**config.mk**
```make
export PLATFORM = sky130hd
export DESIGN_NAME = fp_minmax_prep
export DESIGN_NICKNAME = d
export VERILOG_FILES = /design/src/rtl/fp_minmax_prep.sv
export SDC_FILE = /design/constraint.sdc
export NUM_CORES = 1
export LEC_CHECK = 0
export ABC_AREA = 0
export CAP_MARGIN = 20
export CELL_PAD_IN_SITES_DETAIL_PLACEMENT = 1
export CELL_PAD_IN_SITES_GLOBAL_PLACEMENT = 2
export CORE_MARGIN = 2
export CORE_UTILIZATION = 30
export DETAILED_ROUTE_END_ITERATION = 7
export PLACE_DENSITY_LB_ADDON = 0.1
export SLEW_MARGIN = 0
export SYNTH_ARGS = -nofsm -noshare
export SYNTH_HDL_FRONTEND = slang
export SYNTH_SLANG_ARGS = --single-unit
```
**constraint.sdc**
```tcl
create_clock -name in_clk -period 3.2 [get_ports in_clk]
set_clock_uncertainty 0.15 [all_clocks]
set_input_delay 0.32 -clock in_clk [delete_from_list [all_inputs] [get_ports in_clk]]
set_output_delay 0.32 -clock in_clk [all_outputs]
set_load 0.01 [all_outputs]
```
**src/rtl/fp_minmax_prep.sv**
```systemverilog
// Operand-preparation stage for the FP min/max datapath: 2-entry skid FIFO,
// NaN / signed-zero resolution with bypass, and NV flag generation.
module fp_minmax_prep #(
   parameter int DATA_WIDTH = 64,
   parameter int EXP_WIDTH  = 11,
   parameter int MAN_WIDTH  = 52
) (
   input  logic                  in_clk,
   input  logic                  in_rst,
   input  logic                  in_valid,
   output logic                  out_ready,
   input  logic [DATA_WIDTH-1:0] in_numA,
   input  logic [DATA_WIDTH-1:0] in_numB,
   input  logic                  in_ctrl_minmax,
   output logic                  out_valid,
   input  logic                  in_ready,
   output logic [DATA_WIDTH-1:0] out_numA,
   output logic [DATA_WIDTH-1:0] out_numB,
   output logic                  out_ctrl_minmax,
   output logic                  out_bypass,
   output logic [DATA_WIDTH-1:0] out_bypass_num,
   output logic                  out_flag_nv,
   input  logic                  in_clr_flags,
   output logic                  out_nv_sticky
);

   localparam logic [DATA_WIDTH-1:0] CANON_NAN =
      {1'b0, {EXP_WIDTH{1'b1}}, 1'b1, {(MAN_WIDTH-1){1'b0}}};
   localparam logic [DATA_WIDTH-1:0] NEG_ZERO = {1'b1, {(DATA_WIDTH-1){1'b0}}};

   typedef struct packed {
      logic [DATA_WIDTH-1:0] num_a;
      logic [DATA_WIDTH-1:0] num_b;
      logic                  ctrl;
      logic                  bypass;
      logic [DATA_WIDTH-1:0] bypass_num;
      logic                  nv;
   } entry_t;

   function automatic logic is_nan(input logic [DATA_WIDTH-1:0] x);
      return (&x[DATA_WIDTH-2 -: EXP_WIDTH]) && (|x[MAN_WIDTH-1:0]);
   endfunction

   function automatic logic is_snan(input logic [DATA_WIDTH-1:0] x);
      return is_nan(x) && !x[MAN_WIDTH-1];
   endfunction

   function automatic logic is_zero(input logic [DATA_WIDTH-1:0] x);
      return ~|x[DATA_WIDTH-2:0];
   endfunction

   entry_t     head_q, tail_q, new_entry;
   logic [1:0] count_q;
   logic       push, pop;
   logic       nan_a, nan_b, zero_a, zero_b;

   assign out_ready = (count_q < 2'd2) && !in_rst;
   assign out_valid = (count_q != 2'd0);
   assign push      = in_valid && out_ready;
   assign pop       = out_valid && in_ready;

   // NOTE: every field gets a default before the case logic so no latch is inferred.
   always_comb begin
      nan_a                = is_nan(in_numA);
      nan_b                = is_nan(in_numB);
      zero_a               = is_zero(in_numA);
      zero_b               = is_zero(in_numB);
      new_entry            = '0;
      new_entry.num_a      = in_numA;
      new_entry.num_b      = in_numB;
      new_entry.ctrl       = in_ctrl_minmax;
      new_entry.nv         = is_snan(in_numA) || is_snan(in_numB);
      if (nan_a && nan_b) begin
         new_entry.bypass     = 1'b1;
         new_entry.bypass_num = CANON_NAN;
      end else if (nan_a || nan_b) begin
         new_entry.bypass     = 1'b1;
         new_entry.bypass_num = nan_a ? in_numB : in_numA;
      end else if (zero_a && zero_b) begin
         new_entry.bypass = 1'b1;
         // Mixed-sign zeros: min prefers -0, max prefers +0.
         if (in_numA[DATA_WIDTH-1] != in_numB[DATA_WIDTH-1])
            new_entry.bypass_num = in_ctrl_minmax ? '0 : NEG_ZERO;
         else
            new_entry.bypass_num = in_numA;
      end
   end

   // NOTE: both slots are reset because the data outputs must read 0 after reset.
   // NOTE: sequential state uses non-blocking assignments so every register samples pre-edge values.
   always_ff @(posedge in_clk) begin
      if (in_rst) begin
         count_q       <= 2'd0;
         head_q        <= '0;
         tail_q        <= '0;
         out_nv_sticky <= 1'b0;
      end else begin
         if (push && pop) begin
            head_q <= new_entry;
         end else if (push) begin
            if (count_q == 2'd0) head_q <= new_entry;
            else                 tail_q <= new_entry;
            count_q <= count_q + 2'd1;
         end else if (pop) begin
            head_q  <= tail_q;
            count_q <= count_q - 2'd1;
         end
         if (pop && head_q.nv)  out_nv_sticky <= 1'b1;
         else if (in_clr_flags) out_nv_sticky <= 1'b0;
      end
   end

   assign out_numA        = head_q.num_a;
   assign out_numB        = head_q.num_b;
   assign out_ctrl_minmax = head_q.ctrl;
   assign out_bypass      = head_q.bypass;
   assign out_bypass_num  = head_q.bypass_num;
   assign out_flag_nv     = head_q.nv;

endmodule

```
* Yosys cells after proc, flatten, opt, wreduce, memory -nomap -nowiden *
Cells that the tools add are included.
W data, S select, Z words.

word-level totals
  register bits after elaboration = 393
  input port bits = 134
  output and inout bits = 198

cells by class
  $add $sub $neg = 2
  $lt $le $gt $ge = 1
  equality and inequality tests = 2
  muxes and demuxes = 14
  bitwise gates (word level) = 2
  reduce and logical (&&, ||, !) cells = 32

operators with widths
  cell                   count
  $mux W195              4
  $mux W65               3
  $mux W64               3
  $reduce_or A63 Y1      2
  $reduce_or A52 Y1      2
  $reduce_and A11 Y1     2
  $logic_and A1 B1 Y1    11
  $reduce_bool A2 Y1     3
  $logic_not A1 Y1       5
  $mux W2                2
  $reduce_and A2 Y1      2
  $ne A3 B1 Y1 const B   1
  $reduce_and A3 Y1      1
  $reduce_bool A3 Y1     1
  $add A2 B1 Y2 const B  1
  $logic_not A2 Y1       1
  $logic_or A1 B1 Y1     2
  $lt A2 B2 Y1 const B   1
  $mux W1                2
  $not A1 Y1             2
  $sub A2 B1 Y2 const B  1
  $ne A1 B1 Y1           1

* Logic depth before layout (Yosys ltp) *
  depth after elaboration = 9
  depth in mapped cells = 13
  depth with buffers taken out = 9

* Worst setup path after synthesis *
Ideal clock, no wire load.

  kind = input port to flip-flop
  from = in in_rst
  to = reg head_q, in the netlist out_bypass_num[46]
  library setup time = 0.103 ns
  arrival = 2.653 ns
  path slack = 0.293 ns
  stages = 12
  buffers on the path = 5
  cell sequence = buf_2 -> nor2_1 -> nand2_1 -> inv_1 -> clkbuf_1 -> ha_1 -> nand2b_1 -> clkbuf_1 -> clkbuf_1 -> clkbuf_1 -> nor3_1 -> a2111oi_2

between the ends
  word-level cells in the longest chain between the ends = 6
  elaborated cells on any way between the ends = 9
  classes of those cells = 1 x eq/ne; 2 x mux; 6 x reduce/logical

ends and longest elaborated chain
  element                                                              RTL line  RTL
  start, declared                                                      9         input logic in_rst,
  $logic_not A1 Y1 (*)                                                 57        assign out_ready = (count_q < 2'd2) && !in_rst;
  $logic_and A1 B1 Y1 (*)                                              57
  via out_ready                                                        11        output logic out_ready,
  $logic_and A1 B1 Y1 (*)                                              59        assign push = in_valid && out_ready;
  $logic_and A1 B1 Y1                                                  98        if (push && pop) begin
  $ne A3 B1 Y1 (no source line) or $reduce_bool A3 Y1 (tied branches)  n/a
  $reduce_and A2 Y1 (no source line)                                   n/a
  end signal, assigned                                                 99        head_q <= new_entry;
  end signal, assigned                                                 101       if (count_q == 2'd0) head_q <= new_entry;
  end signal, assigned                                                 105       head_q <= tail_q;
  end, declared                                                        52        entry_t head_q, tail_q, new_entry;

The timed path passes the listed nets; every way through them passes the cells marked *.
A chain may end at the register's enable or synchronous reset.

* Worst setup path after layout *
  from = in in_numB[36]
  to = reg head_q, in the netlist out_bypass_num[14]

between the ends
  word-level cells in the longest chain between the ends = 9
  elaborated cells on any way between the ends = 13
  classes of those cells = 6 x mux; 7 x reduce/logical

ends and longest elaborated chain
  element              RTL line  RTL
  start, declared      13        input logic [DATA_WIDTH-1:0] in_numB,
  $reduce_or A63 Y1    49        return ~|x[DATA_WIDTH-2:0];
  $logic_not A1 Y1     49
  $logic_and A1 B1 Y1  79        end else if (zero_a && zero_b) begin
  $mux W65             79
  $mux W65             76        end else if (nan_a || nan_b) begin
  $mux W65 (*)         73        if (nan_a && nan_b) begin
  $mux W195            101
  $mux W195            100       end else if (push) begin
  $mux W195 (*)        98

Every way passes the cells marked *; elsewhere a longest branch is shown, timed or not. The select of a mux whose other input is x is not followed.

==> impl_metrics.toml <==
[timing]
period_needed_ps = 3020
hold_violations = 0
tightest_slew_ps = 983
setup_viol_count_final = 0
finalCritPeriodShare_pct = 94.5
max_freq_mhz = 331
relSlewSlack_pct = 34.5
drv_slew = 0
hold_ws_ps = 27.5
rsz0062_at_grt = "no"

[synthesis]
synth.most_common_cell = "nand2_1"
yosys.area.top_type = "dfxtp_1"
ys.flop_type = "dfxtp_1"
postSynthAreaPerCell_sq_um = 8.26
synthArstFlopShare_pct = 0
yosys-top-cells-count = "nand2_1 (532), dfxtp_1 (393), nor2_1 (264)"
synth_area_leaders = "dfxtp_1 (48%), nand2_1 (12%), a311oi_1 (6.8%)"
synth_top_cell_area_share_pct = 47.6
syn_nets = 2136
synth_seq_cells = 393
ys_seq_area_share_pct = 47.6
synth.distinct_cells = 47
ys_warn_count = 0
netlist_area_sq_mm = 0.0165
synth_edf_count = 0
syn_inst = 2001

[route]
firstDrtPassIters = 5
vias = 16300
drt_iter0_drc = 859
wl_per_cell_microns = 21.4
drtAntennaViolNets = 0
routed_wl_microns = 66400
routed_via_density = 5.25
drc = 0

[finish]
syn_to_final_growth_pct = 40.1
antennaDiodeCount = 0
drive_above_1_share_pct = 14.6
fin_cells = 3106
utilization_pct = 42.3
num-nets-final = 2500
fin_area_sq_mm = 0.0231

[critical_path]
critPathMaxFanout = 30
endpoint_kind = "flop"
path_common_cell = "nor4_4"
r2r-start = "count_q[1]"
rr_worst_depth = 10
cp.arrival_ps = 3320
crit_type = "in2reg"
cp_cell_sequence = "clkdlybuf4s50_1 -> nor4_4 -> buf_4 -> nand4_1 -> nor4_4 -> or2b_4 -> and2_4 -> buf_16 -> a22oi_1 -> a2111oi_2"
r2r-end = "out_bypass_num[62]"
crit_path_start_kind = "input pin"
reg2reg_slack_ps = 550
slowest_delay_ps = 470
crit_path_top_delay_cell = "clkdlybuf4s50_1"
cp.required_ps = 3500

[power]
power_mw = 15.2
powerDensity_mw_per_mm2 = 657
clockPowerShare_pct = 34.6
pwr-share-comb_pct = 26.0
p_sw_share_pct = 31.2
p_leak_nw = 7.78
vdd_drop_max_uv = 381
intPower_mw = 10.5
p_switching_mw = 4.75
pwr-share-seq_pct = 39.4

[grt]
antenna_found_initial = 0
gr-total-overflow = 0
grt_usage_pct = 22.8
grt_max_degree = 165
first_global_vias = 16900
grt_pass1_wl_microns = 102000

[worst_hold_path]
hold_start = "in_numB[9]"
min_path_type = "in2reg"
holdPathEnd = "out_numB[9]"
holdPathStages = 3

[clocking]
cts_root_buf = "clkbuf_16"
cts_buffer_depth = 3
cts.clk_slew.worst_paths_ps = 60
cts_tree = "done"
numCtsBuffers = 47
cts_sinks = 393
clkLatencyLatePin_ps = 570
htree_num_levels = 2

[floorplan]
die_h_microns = 239
die_w_microns = 239
core-area_sq_mm = 0.0548
start_util_pct = 30.2
dieArea_sq_mm = 0.0570
ioPinCount = 332
rows = 86

[job]
cap_violations = 0

[placement]
routabilityCongestion = 0.775
portBuffers = 331
dpl.cell_count = 3018
postPlaceCellArea_sq_mm = 0.0215
hpwlAfterDp_microns = 44100

[outcome]
outcome = "finished clean"
==> how the worst max path moves through the flow <==
stage                               to  cells after the start        start  slack (ps)
global route        out_bypass_num[16]                     10  in_numB[36]          20
global placement    out_bypass_num[14]                      9  in_numB[45]       -1030
finish              out_bypass_num[14]                     10  in_numB[36]         180
floorplan           out_bypass_num[46]                     12       in_rst         290
detailed placement  out_bypass_num[17]                      9  in_numB[45]       -1120
CTS                 out_bypass_num[17]                      9  in_numB[45]          50
==> final cells by class <==
type / instances / area (sq um)
tap: 704 / 881
sequential: 393 / 7870
timing repair buffer: 501 / 4920
clock buffer: 77 / 1470
multi-input combinational: 1416 / 7940
inverter: 6 / 25.0
fill: 6344 / 31600
clock inverter: 9 / 45.0
==> cells by family (layout without fill, tap and decap cells) <==
logic type,after synthesis,after routing,synth area share [%]
simple gates,933,933,23.1
buf+inv,192,593,4.91
fa+ha+maj,1,1,0.0757
flops,393,393,47.6
xor+xnor,1,1,0.0530
compound gates,481,481,24.3
==> power groups by stage <==
| stage | Combinational (mW) | Sequential [mW] | Clock, mW |
|---|---|---|---|
| floorplan | 1.71 | 6.15 | 0 |
| global placement | 3.92 | 6.10 | 0 |
| detailed placement | 3.99 | 6.10 | 0 |
| CTS | 4.01 | 6.01 | 5.42 |
| global route | 4.32 | 6.07 | 5.62 |
| finish | 3.95 | 5.99 | 5.27 |
==> cells in the final DEF, fill, tap and decap left out, types with 32 or more instances in the layout <==
master and count:
a2111oi_2 50, nor3_1 56, clkbuf_16 49, a311oi_1 129, buf_4 144, a22oi_2 32
clkdlybuf4s50_1 327, a211oi_1 68, dfxtp_1 393, nor2_1 262, nand2_1 531, a21oi_1 152
==> flip-flops by register name, indices dropped and copies added, names as in the netlist <==
signal	count
out_bypass_num	64
out_ctrl_minmax	1
count_q	2
out_flag_nv	1
out_nv_sticky	1
out_numA	64
out_bypass	1
out_numB	64
tail_q	195
==> stage by stage <==
stage,setup TNS [ps],setup slack (ps)
2_1_floorplan,0,293
3_5_place_dp,-122210,-1120
4_1_cts,0,52.1
5_1_grt,0,22.8
6_report,0,176
3_3_place_gp,-114990,-1030
==> what timing repair did <==
| item | CTS | global route |
|---|---|---|
| pin swaps | 2 | 4 |
| hold endpoints to repair | 0 | 1 |
| hold buffers | 0 | 1 |
| gates resized for setup | 4 | 7 |
| setup buffers | 0 | 1 |
| setup endpoints to repair | 129 | 9 |
| gates cloned | 0 | 0 |
==> critical path: cells and delay by family <==
kind                   cells  cell delay [ps]
AOI/OAI and AO/OA          2              530
buffers and inverters      3              860
and+or+nand+nor            5             1580
==> routing by layer <==
| layer | GRT usage [%] | part of all wire [%] | vias to the layer above | wire [microns] |
|---|---|---|---|---|
| met5 | 0 | 0 | - | 0 |
| met4 | 7.25 | 2.8 | 0 | 1830 |
| met3 | 3.57 | 4.4 | 83 | 2950 |
| met2 | 38.8 | 48 | 367 | 32000 |
| met1 | 29.6 | 45 | 8065 | 29600 |
| li1 | - | - | 7799 | - |
(Power assumes the default switching activity.)
